<file path="config.mk">
export PLATFORM = sky130hd
export DESIGN_NAME = ifetch_stage_flat
export DESIGN_NICKNAME = d
export VERILOG_FILES = /design/src/rtl/ifetch_stage_if.sv /design/src/rtl/ifetch_stage.sv /design/src/flat_wrapper.sv
export SDC_FILE = /design/constraint.sdc
export NUM_CORES = 1
export LEC_CHECK = 0
export CAP_MARGIN = 20
export CORE_ASPECT_RATIO = 0.75
export CORE_MARGIN = 8
export CORE_UTILIZATION = 40
export DETAILED_ROUTE_END_ITERATION = 12
export PLACE_DENSITY = 0.63
export SLEW_MARGIN = 20
export SYNTH_ARGS = -nofsm -noshare
export SYNTH_HDL_FRONTEND = slang
export SYNTH_SLANG_ARGS = --single-unit
</file>
<file path="constraint.sdc">
create_clock -name clk -period 8.3 [get_ports clk]
set_clock_uncertainty 0.1 [all_clocks]
set_input_delay 1.245 -clock clk [delete_from_list [all_inputs] [get_ports clk]]
set_output_delay 1.245 -clock clk [all_outputs]
set_load 0.1 [all_outputs]
</file>
<file path="src/rtl/ifetch_stage_if.sv">
// ifetch_stage_if: redirect, instruction-memory and downstream beat signals of
// the k11 fetch stage. The master modport is the fetch stage itself; the slave
// modport is its environment (memory, redirect source, first pipeline register).
// Optional IFETCH_PERF_EN adds the stall/drop counters.
interface ifetch_stage_if;
    logic        redirect_i;
    logic [31:0] redirect_pc_i;
    logic        imem_req_o;
    logic [31:0] imem_addr_o;
    logic        imem_gnt_i;
    logic        imem_rvalid_i;
    logic [31:0] imem_rdata_i;
    logic        valid_o;
    logic [31:0] pc_o;
    logic [31:0] inst_o;
    logic        ready_i;
`ifdef IFETCH_PERF_EN
    logic [31:0] stall_cnt_o;
    logic [31:0] drop_cnt_o;
`endif

    modport master (
        input  redirect_i, redirect_pc_i, imem_gnt_i, imem_rvalid_i, imem_rdata_i, ready_i,
        output imem_req_o, imem_addr_o, valid_o, pc_o,
`ifdef IFETCH_PERF_EN
        output inst_o, stall_cnt_o, drop_cnt_o
`else
        output inst_o
`endif
    );

    modport slave (
        output redirect_i, redirect_pc_i, imem_gnt_i, imem_rvalid_i, imem_rdata_i, ready_i,
        input  imem_req_o, imem_addr_o, valid_o, pc_o,
`ifdef IFETCH_PERF_EN
        input  inst_o, stall_cnt_o, drop_cnt_o
`else
        input  inst_o
`endif
    );
endinterface

</file>
<file path="src/rtl/ifetch_stage.sv">
// ifetch_stage: k11 instruction fetch front end. Issues sequential word
// requests under a credit limit of DEPTH (in-flight + buffered), collects
// in-order responses into a DEPTH-entry FIFO, and on redirect flushes the FIFO
// and drops responses still in flight.
// Optional feature macro: IFETCH_PERF_EN (stall_cnt_o / drop_cnt_o counters).
module ifetch_stage #(
    parameter logic [31:0] RESET_PC = 32'h0000_0000,
    parameter int          DEPTH    = 2
) (
    input logic           clk,
    input logic           rst,
    ifetch_stage_if.master bus
);
    localparam int            PW      = $clog2(DEPTH);
    localparam int            CW      = PW + 1;
    localparam logic [CW:0]   DEPTH_W = (CW+1)'(DEPTH);

    logic [31:0]   pc_q, rsp_pc_q;
    logic [CW-1:0] outstanding_q, discard_q, count_q;
    logic [PW-1:0] rd_ptr_q, wr_ptr_q;
    logic [31:0]   fifo_pc   [DEPTH];
    logic [31:0]   fifo_inst [DEPTH];

    logic [CW:0]   credits_used;
    logic          grant, push, pop, drop, not_empty;
    logic [31:0]   redirect_pc;

    // Credits count both in-flight requests and buffered beats, so a response
    // always finds a free FIFO slot; discarded responses release theirs too.
    assign credits_used = {1'b0, outstanding_q} + {1'b0, count_q};
    assign redirect_pc  = bus.redirect_pc_i & ~32'h3;
    assign not_empty    = (count_q != '0);

    assign bus.imem_req_o  = ~rst & ~bus.redirect_i & (credits_used < DEPTH_W);
    assign bus.imem_addr_o = pc_q;
    assign bus.valid_o     = not_empty & ~bus.redirect_i;
    assign bus.pc_o        = not_empty ? fifo_pc[rd_ptr_q]   : 32'h0;
    assign bus.inst_o      = not_empty ? fifo_inst[rd_ptr_q] : 32'h0;

    assign grant = bus.imem_req_o & bus.imem_gnt_i;
    assign pop   = bus.valid_o & bus.ready_i;
    assign drop  = bus.imem_rvalid_i & (discard_q != '0);
    assign push  = bus.imem_rvalid_i & ~bus.redirect_i & (discard_q == '0);

    // Fetch/response PCs, credit and discard bookkeeping, FIFO pointers.
    always_ff @(posedge clk) begin
        if (rst) begin
            pc_q          <= RESET_PC;
            rsp_pc_q      <= RESET_PC;
            outstanding_q <= '0;
            discard_q     <= '0;
            count_q       <= '0;
            rd_ptr_q      <= '0;
            wr_ptr_q      <= '0;
        end else if (bus.redirect_i) begin
            // A response landing this cycle is already gone, so it is not
            // discarded again; older pending discards are folded in here.
            pc_q          <= redirect_pc;
            rsp_pc_q      <= redirect_pc;
            outstanding_q <= outstanding_q - CW'(bus.imem_rvalid_i);
            discard_q     <= outstanding_q - CW'(bus.imem_rvalid_i);
            count_q       <= '0;
            rd_ptr_q      <= '0;
            wr_ptr_q      <= '0;
        end else begin
            if (grant) pc_q <= pc_q + 32'd4;
            outstanding_q <= outstanding_q + CW'(grant) - CW'(bus.imem_rvalid_i);
            if (drop) discard_q <= discard_q - 1'b1;
            if (push) begin
                rsp_pc_q <= rsp_pc_q + 32'd4;
                wr_ptr_q <= wr_ptr_q + 1'b1;
            end
            if (pop) rd_ptr_q <= rd_ptr_q + 1'b1;
            count_q <= count_q + CW'(push) - CW'(pop);
        end
    end

    // FIFO storage; contents are don't-care while the slot is not counted.
    always_ff @(posedge clk) begin
        if (push) begin
            fifo_pc[wr_ptr_q]   <= rsp_pc_q;
            fifo_inst[wr_ptr_q] <= bus.imem_rdata_i;
        end
    end

`ifdef IFETCH_PERF_EN
    logic [31:0] stall_cnt_q, drop_cnt_q;

    // Starvation and dropped-response counters, both free-running and wrapping.
    always_ff @(posedge clk) begin
        if (rst) begin
            stall_cnt_q <= '0;
            drop_cnt_q  <= '0;
        end else begin
            if (!not_empty && !bus.redirect_i) stall_cnt_q <= stall_cnt_q + 32'd1;
            if (bus.imem_rvalid_i && (bus.redirect_i || discard_q != '0))
                drop_cnt_q <= drop_cnt_q + 32'd1;
        end
    end

    assign bus.stall_cnt_o = stall_cnt_q;
    assign bus.drop_cnt_o  = drop_cnt_q;
`else
    // Performance counters not built.
`endif

`ifndef SYNTHESIS
    // A response with nothing in flight means memory and fetch disagree.
    rvalid_has_credit: assert property (@(posedge clk) disable iff (rst)
        bus.imem_rvalid_i |-> (outstanding_q != '0));
`endif
endmodule

</file>
<file path="src/flat_wrapper.sv">
// flat-port wrapper written by rule: the top's interface ports become plain ports
module ifetch_stage_flat 
#(
    parameter logic [31:0] RESET_PC = 32'h0000_0000,
    parameter int          DEPTH    = 2
)
  (clk, rst, bus_redirect_i, bus_redirect_pc_i, bus_imem_gnt_i, bus_imem_rvalid_i, bus_imem_rdata_i, bus_ready_i, bus_imem_req_o, bus_imem_addr_o, bus_valid_o, bus_pc_o, bus_inst_o);
  ifetch_stage_if bus_i ();
  input logic clk;
  input logic rst;
  input wire logic [$bits(bus_i.redirect_i)-1:0] bus_redirect_i;
  input wire logic [$bits(bus_i.redirect_pc_i)-1:0] bus_redirect_pc_i;
  input wire logic [$bits(bus_i.imem_gnt_i)-1:0] bus_imem_gnt_i;
  input wire logic [$bits(bus_i.imem_rvalid_i)-1:0] bus_imem_rvalid_i;
  input wire logic [$bits(bus_i.imem_rdata_i)-1:0] bus_imem_rdata_i;
  input wire logic [$bits(bus_i.ready_i)-1:0] bus_ready_i;
  output wire logic [$bits(bus_i.imem_req_o)-1:0] bus_imem_req_o;
  output wire logic [$bits(bus_i.imem_addr_o)-1:0] bus_imem_addr_o;
  output wire logic [$bits(bus_i.valid_o)-1:0] bus_valid_o;
  output wire logic [$bits(bus_i.pc_o)-1:0] bus_pc_o;
  output wire logic [$bits(bus_i.inst_o)-1:0] bus_inst_o;
  assign bus_i.redirect_i = bus_redirect_i;
  assign bus_i.redirect_pc_i = bus_redirect_pc_i;
  assign bus_i.imem_gnt_i = bus_imem_gnt_i;
  assign bus_i.imem_rvalid_i = bus_imem_rvalid_i;
  assign bus_i.imem_rdata_i = bus_imem_rdata_i;
  assign bus_i.ready_i = bus_ready_i;
  assign bus_imem_req_o = bus_i.imem_req_o;
  assign bus_imem_addr_o = bus_i.imem_addr_o;
  assign bus_valid_o = bus_i.valid_o;
  assign bus_pc_o = bus_i.pc_o;
  assign bus_inst_o = bus_i.inst_o;
  ifetch_stage #(.RESET_PC(RESET_PC), .DEPTH(DEPTH)) u_core (.clk(clk), .rst(rst), .bus(bus_i));
endmodule
</file>
==> results.yml, run 1 <==
setup_path:
  crit_required_ns: 6.95
  startpoint: "rst"
  crit-reg2reg-launch: "u_core.count_q[0]$_SDFF_PP0_"
  arrival_ns: 3.76
  critical_path_class: "in2out"
  crit_end: "bus_imem_req_o"
  critPathMaxFanout: 22
  worst_setup_path_start_kind: "input pin"
  critPathCaptureType: "output pin"
  r2r_cells: 10
  r2r-end: "u_core.outstanding_q[1]$_SDFF_PP0_"
  rrSetupSlack_ns: 5.18
routing:
  ant_nets: 0
  drc_errors: 0
  vias: 6714
  totalWireLength_microns: 23360
  vias_per_cell: 5.549
  dr.pass1.iters: 5
  drtIter0Drc: 738
  wire_per_inst_microns: 19.31
clock_network:
  clock_latency_ns: 0.43
  cts_tree: "built"
  cts.sinks: 193
  path_clk_slew_ns: 0.07
  htree_levels: 4
  cts_max_path_buffers: 2
  ctsResizeCount: 0
  cts_buffers: 17
  clockRootBuffer: "clkbuf_16"
  postCtsSetupBuffers: 0
  hold_buffers: 0
logic_synthesis:
  yosysTopAreaCell: "edfxtp_1"
  synth_seq_cells: 193
  postSynthCellCount: 759
  synthDistinctLibCells: 63
  netlist.area_leader.share_pct: 42.58
  syn_avg_cell_area_sq_um: 11.52
  synth_area_sq_mm: 0.008745
  synth_area_leaders: "edfxtp_1 43%, dfxtp_1 16%, mux2i_1 7.1%, nor2_1 3.8%, nand4_1 1.9%"
  synth_most_common_cell: "edfxtp_1"
  synth-seq-area-share_pct: 58.38
  ys.warnings.count: 0
  synthTopCellsByCount: "124 x edfxtp_1, 88 x nor2_1, 69 x dfxtp_1, 62 x mux2i_1, 40 x clkbuf_1"
  synth_edf_count: 124
  synthArstFlopShare_pct: 0
  synth_ff_type: "edfxtp_1"
power:
  p_leak_nw: 3.563
  p_per_area_mw_per_mm2: 205.2
  peakVddDrop_mv: 0.1316
  total_power_mw: 2.301
floorplanning:
  dieArea_sq_mm: 0.02690
  core-area_sq_mm: 0.02176
  io_pins: 168
  start_util_pct: 40.19
  fp.dieH_microns: 144.1
  rows: 47
  die_x_microns: 186.7
global_route:
  grt_pass1_wl_microns: 36540
  grt_max_degree: 74
  grt_overflow: 0
  antenna_found_initial: 1
  track_usage_pct: 17.23
  grt_pass1_vias: 6325
layout:
  final_area_sq_mm: 0.01121
  diodes: 0
  drive_gt1_share_pct: 6.004
  regArea_sq_mm: 0.005109
  finalNetCount: 981
  multi_input_area_sq_mm: 0.003430
  fillCellCount: 1910
  syn2layout_area_growth_pct: 28.23
timing:
  setup_viol: 0
  hold_viol: 0
  worstMarginPinSlew_ns: 1.058
  slew_viol_final: 0
  maxSlewHeadroom_pct: 29.27
  fin_crit_ns: 5.100
  fmax_mhz: 196.1
  holdWs_ns: 0.4288
  fin_crit_sh_pct: 61.45
  finalSetupTns_ns: 0
  rsz0062_at_grt: "no"
flow_run:
  drv_cap: 0
placement:
  dpl.hpwl_microns: 15940
  io_buffer_count: 161
  dpl-instance-area_sq_mm: 0.01060
  gp_congestion: 0.8671
status:
  status: "complete, no violations"
worst_hold_path:
  hold_class: "reg2reg"
  hp-start: "u_core.rd_ptr_q$_SDFFE_PP0P_"
## per-stage QoR
step	util, %	std cells	setup WS (ns)
floorplan	-	762	1.489
global placement	48.73	1177	3.196
detailed placement	48.73	1177	3.217
CTS	51.41	1209	3.200
global route	51.54	1210	3.084
finish	51.54	1210	3.200
## layout make-up
| type | instances | share of cell area [%] |
|---|---|---|
| tap | 294 | 3.281 |
| inverter | 14 | 0.4686 |
| clock buffer | 18 | 3.827 |
| timing repair buffer | 168 | 14.91 |
| sequential | 193 | 45.56 |
| clock inverter | 14 | 1.372 |
| multi-input combinational | 509 | 30.58 |
## cell families (layout without fill, tap and decap cells)
family / count (synthesis) / count (layout) / synth area share (%)
simple gates: 278 / 278 / 16.98
flops: 193 / 193 / 58.38
compound gates: 132 / 132 / 11.00
mux: 62 / 62 / 7.097
buf+inv: 60 / 214 / 2.761
xor+xnor: 25 / 25 / 2.504
fa+ha+maj: 8 / 8 / 1.230
other cells: 1 / 4 / 0.04288
## registers in the layout, indices dropped and copies added, names as in the netlist, 2 cells and up, named ones only
name	count
u_core.rsp_pc_q	30
u_core.fifo_pc	60
u_core.discard_q	2
u_core.outstanding_q	2
u_core.bus.imem_addr_o	30
u_core.count_q	2
u_core.fifo_inst	64
## report_power, final
group	internal (mW)	total, mW	switching [mW]	leakage, nW
sequential	1.07	1.11	0.0453	1.71
clock	0.430	0.817	0.387	0.282
combinational	0.109	0.370	0.262	1.57
total	1.61	2.30	0.694	3.56
## how the worst min path moves through the flow
stage | depth (start not counted) | end
2_1_floorplan | 0 | u_core.fifo_pc[0][23]$_DFFE_PP_
3_3_place_gp | 2 | u_core.rd_ptr_q$_SDFFE_PP0P_
3_5_place_dp | 2 | register
4_1_cts | 0 | u_core.fifo_pc[0][31]$_DFFE_PP_
5_1_grt | 0 | u_core.fifo_pc[0][21]$_DFFE_PP_
6_report | 2 | register
## placed cells by master, fill, tap and decap left out, types with 7 or more instances in the layout
master,n
xnor2_1,14
a21oi_1,11
inv_1,12
nand3_1,32
o31ai_1,7
o31a_1,17
xor2_1,11
nor2_1,87
and3_1,11
mux2i_1,62
or3_1,8
nand4_1,26
nor3_1,10
nor4_1,16
ha_1,7
clkdlybuf4s50_1,160
o21a_1,16
edfxtp_1,124
a21boi_0,16
clkbuf_16,17
and4_1,13
nand2_1,33
a31oi_1,14
or4_1,8
o21ai_0,16
dfxtp_1,68
## per-layer routing
metal / wire [microns] / track usage (%) / vias up / share of wire (%)
li1: - / - / 3182 / -
met1: 11610 / 25.64 / 3197 / 50
met2: 9401 / 23.72 / 310 / 40
met3: 2046 / 4.988 / 25 / 8.8
met4: 303 / 4.835 / 0 / 1.3
met5: 0 / 0 / - / 0
## worst max-delay path: stages
cell,delay [ns]
clkdlybuf4s50_1,0.39
buf_4,0.22
or2_1,0.38
nor3_1,0.29
clkdlybuf4s50_1,1.21
Note: power is estimated with default switching activity, not from simulation.
==> inputs of run 2 (changes only) <==
--- a/config.mk
+++ b/config.mk
@@ -10,7 +10,7 @@
 export CORE_MARGIN = 8
 export CORE_UTILIZATION = 40
 export DETAILED_ROUTE_END_ITERATION = 12
-export PLACE_DENSITY = 0.63
+export PLACE_DENSITY = 0.66
 export SLEW_MARGIN = 20
 export SYNTH_ARGS = -nofsm -noshare
 export SYNTH_HDL_FRONTEND = slang
==> constraint.sdc (replaced) <==
create_clock -name clk -period 4.4 [get_ports clk]
set_clock_uncertainty 0.1 [all_clocks]
set_input_delay 0.66 -clock clk [delete_from_list [all_inputs] [get_ports clk]]
set_output_delay 0.66 -clock clk [all_outputs]
set_load 0.1 [all_outputs]
==> results.yml, run 2 (synthesis results as in run 1) <==
layout:
  multi_input_area_sq_mm: 0.003430
  largest_reg_flops: 64
  fillCellCount: 1923
  syn2layout_area_growth_pct: 28.73
  drive_gt1_share_pct: 8.009
  largest-register: "u_core.fifo_inst"
  finish.utilization_pct: 51.74
  regArea_sq_mm: 0.005109
  final_area_sq_mm: 0.01126
  diodes: 0
  layout_common_cells: "148 x clkdlybuf4s50_1, 124 x edfxtp_1, 87 x nor2_1"
  reg.largest.list: "u_core.fifo_inst (64), u_core.fifo_pc (60)"
  post_layout_nonfiller_instances: 1218
  finalNetCount: 989
  final_common_cell: "clkdlybuf4s50_1"
placement:
  dpl-instance-area_sq_mm: 0.01069
  dp_cells: 1186
  io_buffer_count: 161
  dpl.hpwl_microns: 16690
  gp_congestion: 0.8786
power:
  p_per_area_mw_per_mm2: 382.9
  peakVddDrop_mv: 0.2784
  p_leak_nw: 3.626
timing:
  maxSlewHeadroom_pct: 31.42
  hold_viol: 0
  worstMarginPinSlew_ns: 1.026
  fmax_mhz: 276.7
  finalSetupTns_ns: 0
  slew_viol_final: 0
  fin_crit_ns: 3.614
  rsz0062_at_grt: "no"
  setup_viol: 0
  fin_crit_sh_pct: 82.13
clock_network:
  clock_latency_ns: 0.44
  htree_levels: 4
  postCtsSetupBuffers: 0
  ctsResizeCount: 0
  clockRootBuffer: "clkbuf_16"
  hold_buffers: 0
  cts_buffers: 17
  cts.sinks: 193
  path_clk_slew_ns: 0.08
  cts_max_path_buffers: 2
  cts_tree: "built"
setup_path:
  critical_path_class: "reg2out"
  crit_end: "bus_inst_o[15]"
  startpoint: "u_core.count_q[1]$_SDFF_PP0_"
  worst_setup_path_start_kind: "register"
  r2r_cells: 10
  crit_required_ns: 3.64
  critPathCaptureType: "output pin"
  critPathMaxFanout: 28
  rrSetupSlack_ns: 1.49
  arrival_ns: 2.85
  crit-reg2reg-launch: "u_core.count_q[0]$_SDFF_PP0_"
  r2r-end: "u_core.outstanding_q[1]$_SDFF_PP0_"
worst_hold_path:
  hold_class: "reg2reg"
routing:
  wl_met3_microns: 1903
  dr.pass1.iters: 5
  vias: 6758
  totalWireLength_microns: 23680
  wire_per_inst_microns: 19.44
  vias_per_cell: 5.548
  drc_errors: 0
  drtIter0Drc: 539
  maxUsedRoutingLayer: "met5"
  wl_met1_microns: 11940
  ant_nets: 0
  wl_met2_microns: 9413
global_route:
  track_usage_pct: 17.48
  grt_pass1_vias: 6358
  antenna_found_initial: 1
  grt_max_degree: 63
  grt_overflow: 0
  grt_pass1_wl_microns: 36790
floorplanning:
  rows: 47
  dieArea_sq_mm: 0.02690
  start_util_pct: 40.19
  die_x_microns: 186.7
  io_pins: 168
  fp.dieH_microns: 144.1
  core-area_sq_mm: 0.02176
flow_run:
  drv_cap: 0
status:
  status: "complete, no violations"
==> run 2: cell count changes in the layout (fill, tap and decap cells not counted), sizes merged <==
cell / delta
clkinv: +3
bufinv: -1
inv: -2
clkdlybuf4s50: -12
buf: +20
==> run 2: cell type report <==
class	instances	share of cell area [%]
clock inverters	14	1.267
inverters	14	0.4668
well taps	294	3.268
flip-flops and latches	193	45.38
clock buffers	18	3.812
repair buffers	176	15.34
multi-input cells	509	30.47
==> run 2: worst min path at each step <==
stage                     slack, ns                               to                        startpoint  cells after the start
after floorplan                0.35  u_core.fifo_pc[0][23]$_DFFE_PP_  u_core.rsp_pc_q[23]$_SDFFE_PP0P_                      0
after global placement         0.40     u_core.rd_ptr_q$_SDFFE_PP0P_      u_core.rd_ptr_q$_SDFFE_PP0P_                      2
after CTS                      0.43     u_core.rd_ptr_q$_SDFFE_PP0P_      u_core.rd_ptr_q$_SDFFE_PP0P_                      2
after detailed placement       0.41                         register      u_core.rd_ptr_q$_SDFFE_PP0P_                      2
final                          0.43     u_core.rd_ptr_q$_SDFFE_PP0P_      u_core.rd_ptr_q$_SDFFE_PP0P_                      2
after global routing           0.45  u_core.fifo_pc[1][31]$_DFFE_PP_  u_core.rsp_pc_q[31]$_SDFFE_PP0P_                      0
==> run 2: stage by stage <==
stage	power (mW)	setup WS (ns)	hold slack, ns
final	4.310	0.7862	0.4326
after global routing	4.455	0.5916	0.4476
after CTS	4.334	0.6950	0.4302
after detailed placement	2.846	1.189	0.4089
after global placement	2.839	1.195	0.3981
after floorplan	2.608	0.1145	0.3544
==> run 2: worst max-delay path: stages, from the launching register on <==
cell and delay, ns:
dfxtp_1 0.37, nor2_4 0.67, buf_4 0.33, nor2_1 0.07
clkdlybuf4s50_1 0.97
==> run 2: metal layers <==
metal | up-vias | GRT usage, %
met2 | 289 | 23.91
li1 | 3192 | -
met4 | 2 | 5.377
met3 | 35 | 5.494
met5 | - | 0
met1 | 3240 | 25.70
==> run 2: power by group <==
group	leakage (nW)	total, mW	switching [mW]	internal [mW]
Sequential	1.71	2.10	0.0867	2.02
Clock	0.274	1.50	0.747	0.757
Combinational	1.64	0.704	0.494	0.210
Total	3.63	4.31	1.33	2.98
==> inputs of run 3 (changes only) <==
==> constraint.sdc (replaced) <==
create_clock -name clk -period 3.2 [get_ports clk]
set_clock_uncertainty 0.1 [all_clocks]
set_input_delay 0.48 -clock clk [delete_from_list [all_inputs] [get_ports clk]]
set_output_delay 0.48 -clock clk [all_outputs]
set_load 0.1 [all_outputs]
==> results.yml, run 3 (synthesis results as in run 1) <==
status:
  status: "complete, no violations"
layout:
  final_area_sq_mm: 0.01117
  final_common_cell: "edfxtp_1"
  fillCellCount: 1918
  syn2layout_area_growth_pct: 27.77
  drive_gt1_share_pct: 17.39
  largest_reg_flops: 64
  diodes: 0
  layout_common_cells: "124 x edfxtp_1, 106 x buf_4, 87 x nor2_1"
  finish.utilization_pct: 51.35
  reg.largest.list: "u_core.fifo_inst (64), u_core.fifo_pc (60)"
  largest-register: "u_core.fifo_inst"
  finalNetCount: 991
setup_path:
  critical_path_class: "reg2reg"
  critPathMaxFanout: 16
  arrival_ns: 2.92
  critPathCaptureType: "register"
  crit_required_ns: 3.42
  r2r_cells: 11
  worst_setup_path_start_kind: "register"
power:
  p_leak_nw: 3.831
  p_per_area_mw_per_mm2: 547.0
  peakVddDrop_mv: 0.3555
  total_power_mw: 6.112
routing:
  vias: 6782
  wire_per_inst_microns: 19.34
  ant_nets: 0
  drc_errors: 0
  drtIter0Drc: 684
  dr.pass1.iters: 5
  vias_per_cell: 5.559
  totalWireLength_microns: 23590
clock_network:
  hold_buffers: 0
  clock_latency_ns: 0.44
  postCtsSetupBuffers: 0
  cts_max_path_buffers: 2
  cts_buffers: 17
  cts.sinks: 193
  cts_tree: "built"
  htree_levels: 4
  ctsResizeCount: 0
  clockRootBuffer: "clkbuf_16"
  path_clk_slew_ns: 0.07
global_route:
  grt_pass1_vias: 6415
  grt_util_met1_pct: 25.94
  grt-busiest-layer: "met1"
  grt_use_met3_pct: 6.120
  grt_util_met2_pct: 23.58
  track_usage_pct: 17.50
  grt_max_degree: 64
  antenna_found_initial: 0
  grt_pass1_wl_microns: 36770
  grt_overflow: 0
timing:
  maxSlewHeadroom_pct: 53.32
  hold_viol: 0
  slew_viol_final: 0
  worstMarginPinSlew_ns: 0.6929
  fmax_mhz: 369.9
  fin_crit_sh_pct: 84.48
  setup_viol: 0
  rsz0062_at_grt: "no"
  setup_ws_ns: 0.4968
  fin_crit_ns: 2.703
  finalSetupTns_ns: 0
placement:
  gp_congestion: 0.9337
  io_buffer_count: 161
  dpl-instance-area_sq_mm: 0.01053
  dpl.hpwl_microns: 16790
  place_worst_setup_slack_ns: 0.5079
floorplanning:
  start_util_pct: 40.19
  io_pins: 168
  dieArea_sq_mm: 0.02690
  rows: 47
  die_x_microns: 186.7
  core-area_sq_mm: 0.02176
  fp.dieH_microns: 144.1
flow_run:
  drv_cap: 0
worst_hold_path:
  worstHoldPathCells: 3
  hold_class: "in2reg"
-- run 3: cell types whose count changed in the layout (fill, tap and decap cells not counted), moves of 2 or more --
cell,change
clkinvlp_4,-2
buf_12,+2
clkdlybuf4s50_1,-82
clkinv_8,+5
buf_4,+82
-- run 3: metal layers --
layer / vias up / part of all wire (%) / wire length, microns
li1: 3201 / - / -
met1: 3235 / 49 / 11480
met2: 323 / 40 / 9473
met3: 23 / 10 / 2384
met4: 0 / 1.1 / 249
met5: - / 0 / 0
-- run 3: worst paths after layout --
check	start	to	slack, ns
max reg2reg	u_core.count_q[0]$_SDFF_PP0_	u_core.outstanding_q[1]$_SDFF_PP0_	0.50
min	bus_redirect_i	u_core.discard_q[1]$_SDFFE_PP0P_	0.40
min reg2reg	u_core.rd_ptr_q$_SDFFE_PP0P_	register	0.41
max	u_core.count_q[0]$_SDFF_PP0_	u_core.outstanding_q[1]$_SDFF_PP0_	0.50
-- run 3: stage by stage --
step / hold slack [ns] / std cells
global placement: 0.4011 / 1188
global route: 0.4312 / 1220
finish: 0.4019 / 1220
CTS: 0.3833 / 1220
floorplan: 0.3544 / 762
detailed placement: 0.3982 / 1188
-- run 3: final cells by class --
class	count	area, sq um	share of cell area (%)
clock buffers	17	425.4	3.807
inverters	14	52.55	0.4703
repair buffers	178	1562	13.98
clock inverters	15	222.7	1.993
well taps	294	367.9	3.292
multi-input cells	509	3435	30.74
flip-flops and latches	193	5109	45.72
-- run 3: critical path, cell delays in order (launching register included) --
cell     delay (ns)
dfxtp_1        0.38
inv_1          0.08
nor2_1         0.14
fa_1           0.49
nor3b_2        0.20
buf_4          0.25
nand2_1        0.18
inv_1          0.25
ha_1           0.19
nor2b_1        0.15
xnor2_1        0.13
nor2_1         0.05
-- run 3: where the power goes --
part	internal [mW]	switching [mW]	total [mW]	leakage, nW
sequential	2.77	0.122	2.89	1.71
combinational	0.279	0.682	0.961	1.80
clock	1.16	1.10	2.26	0.312
total	4.21	1.91	6.11	3.83
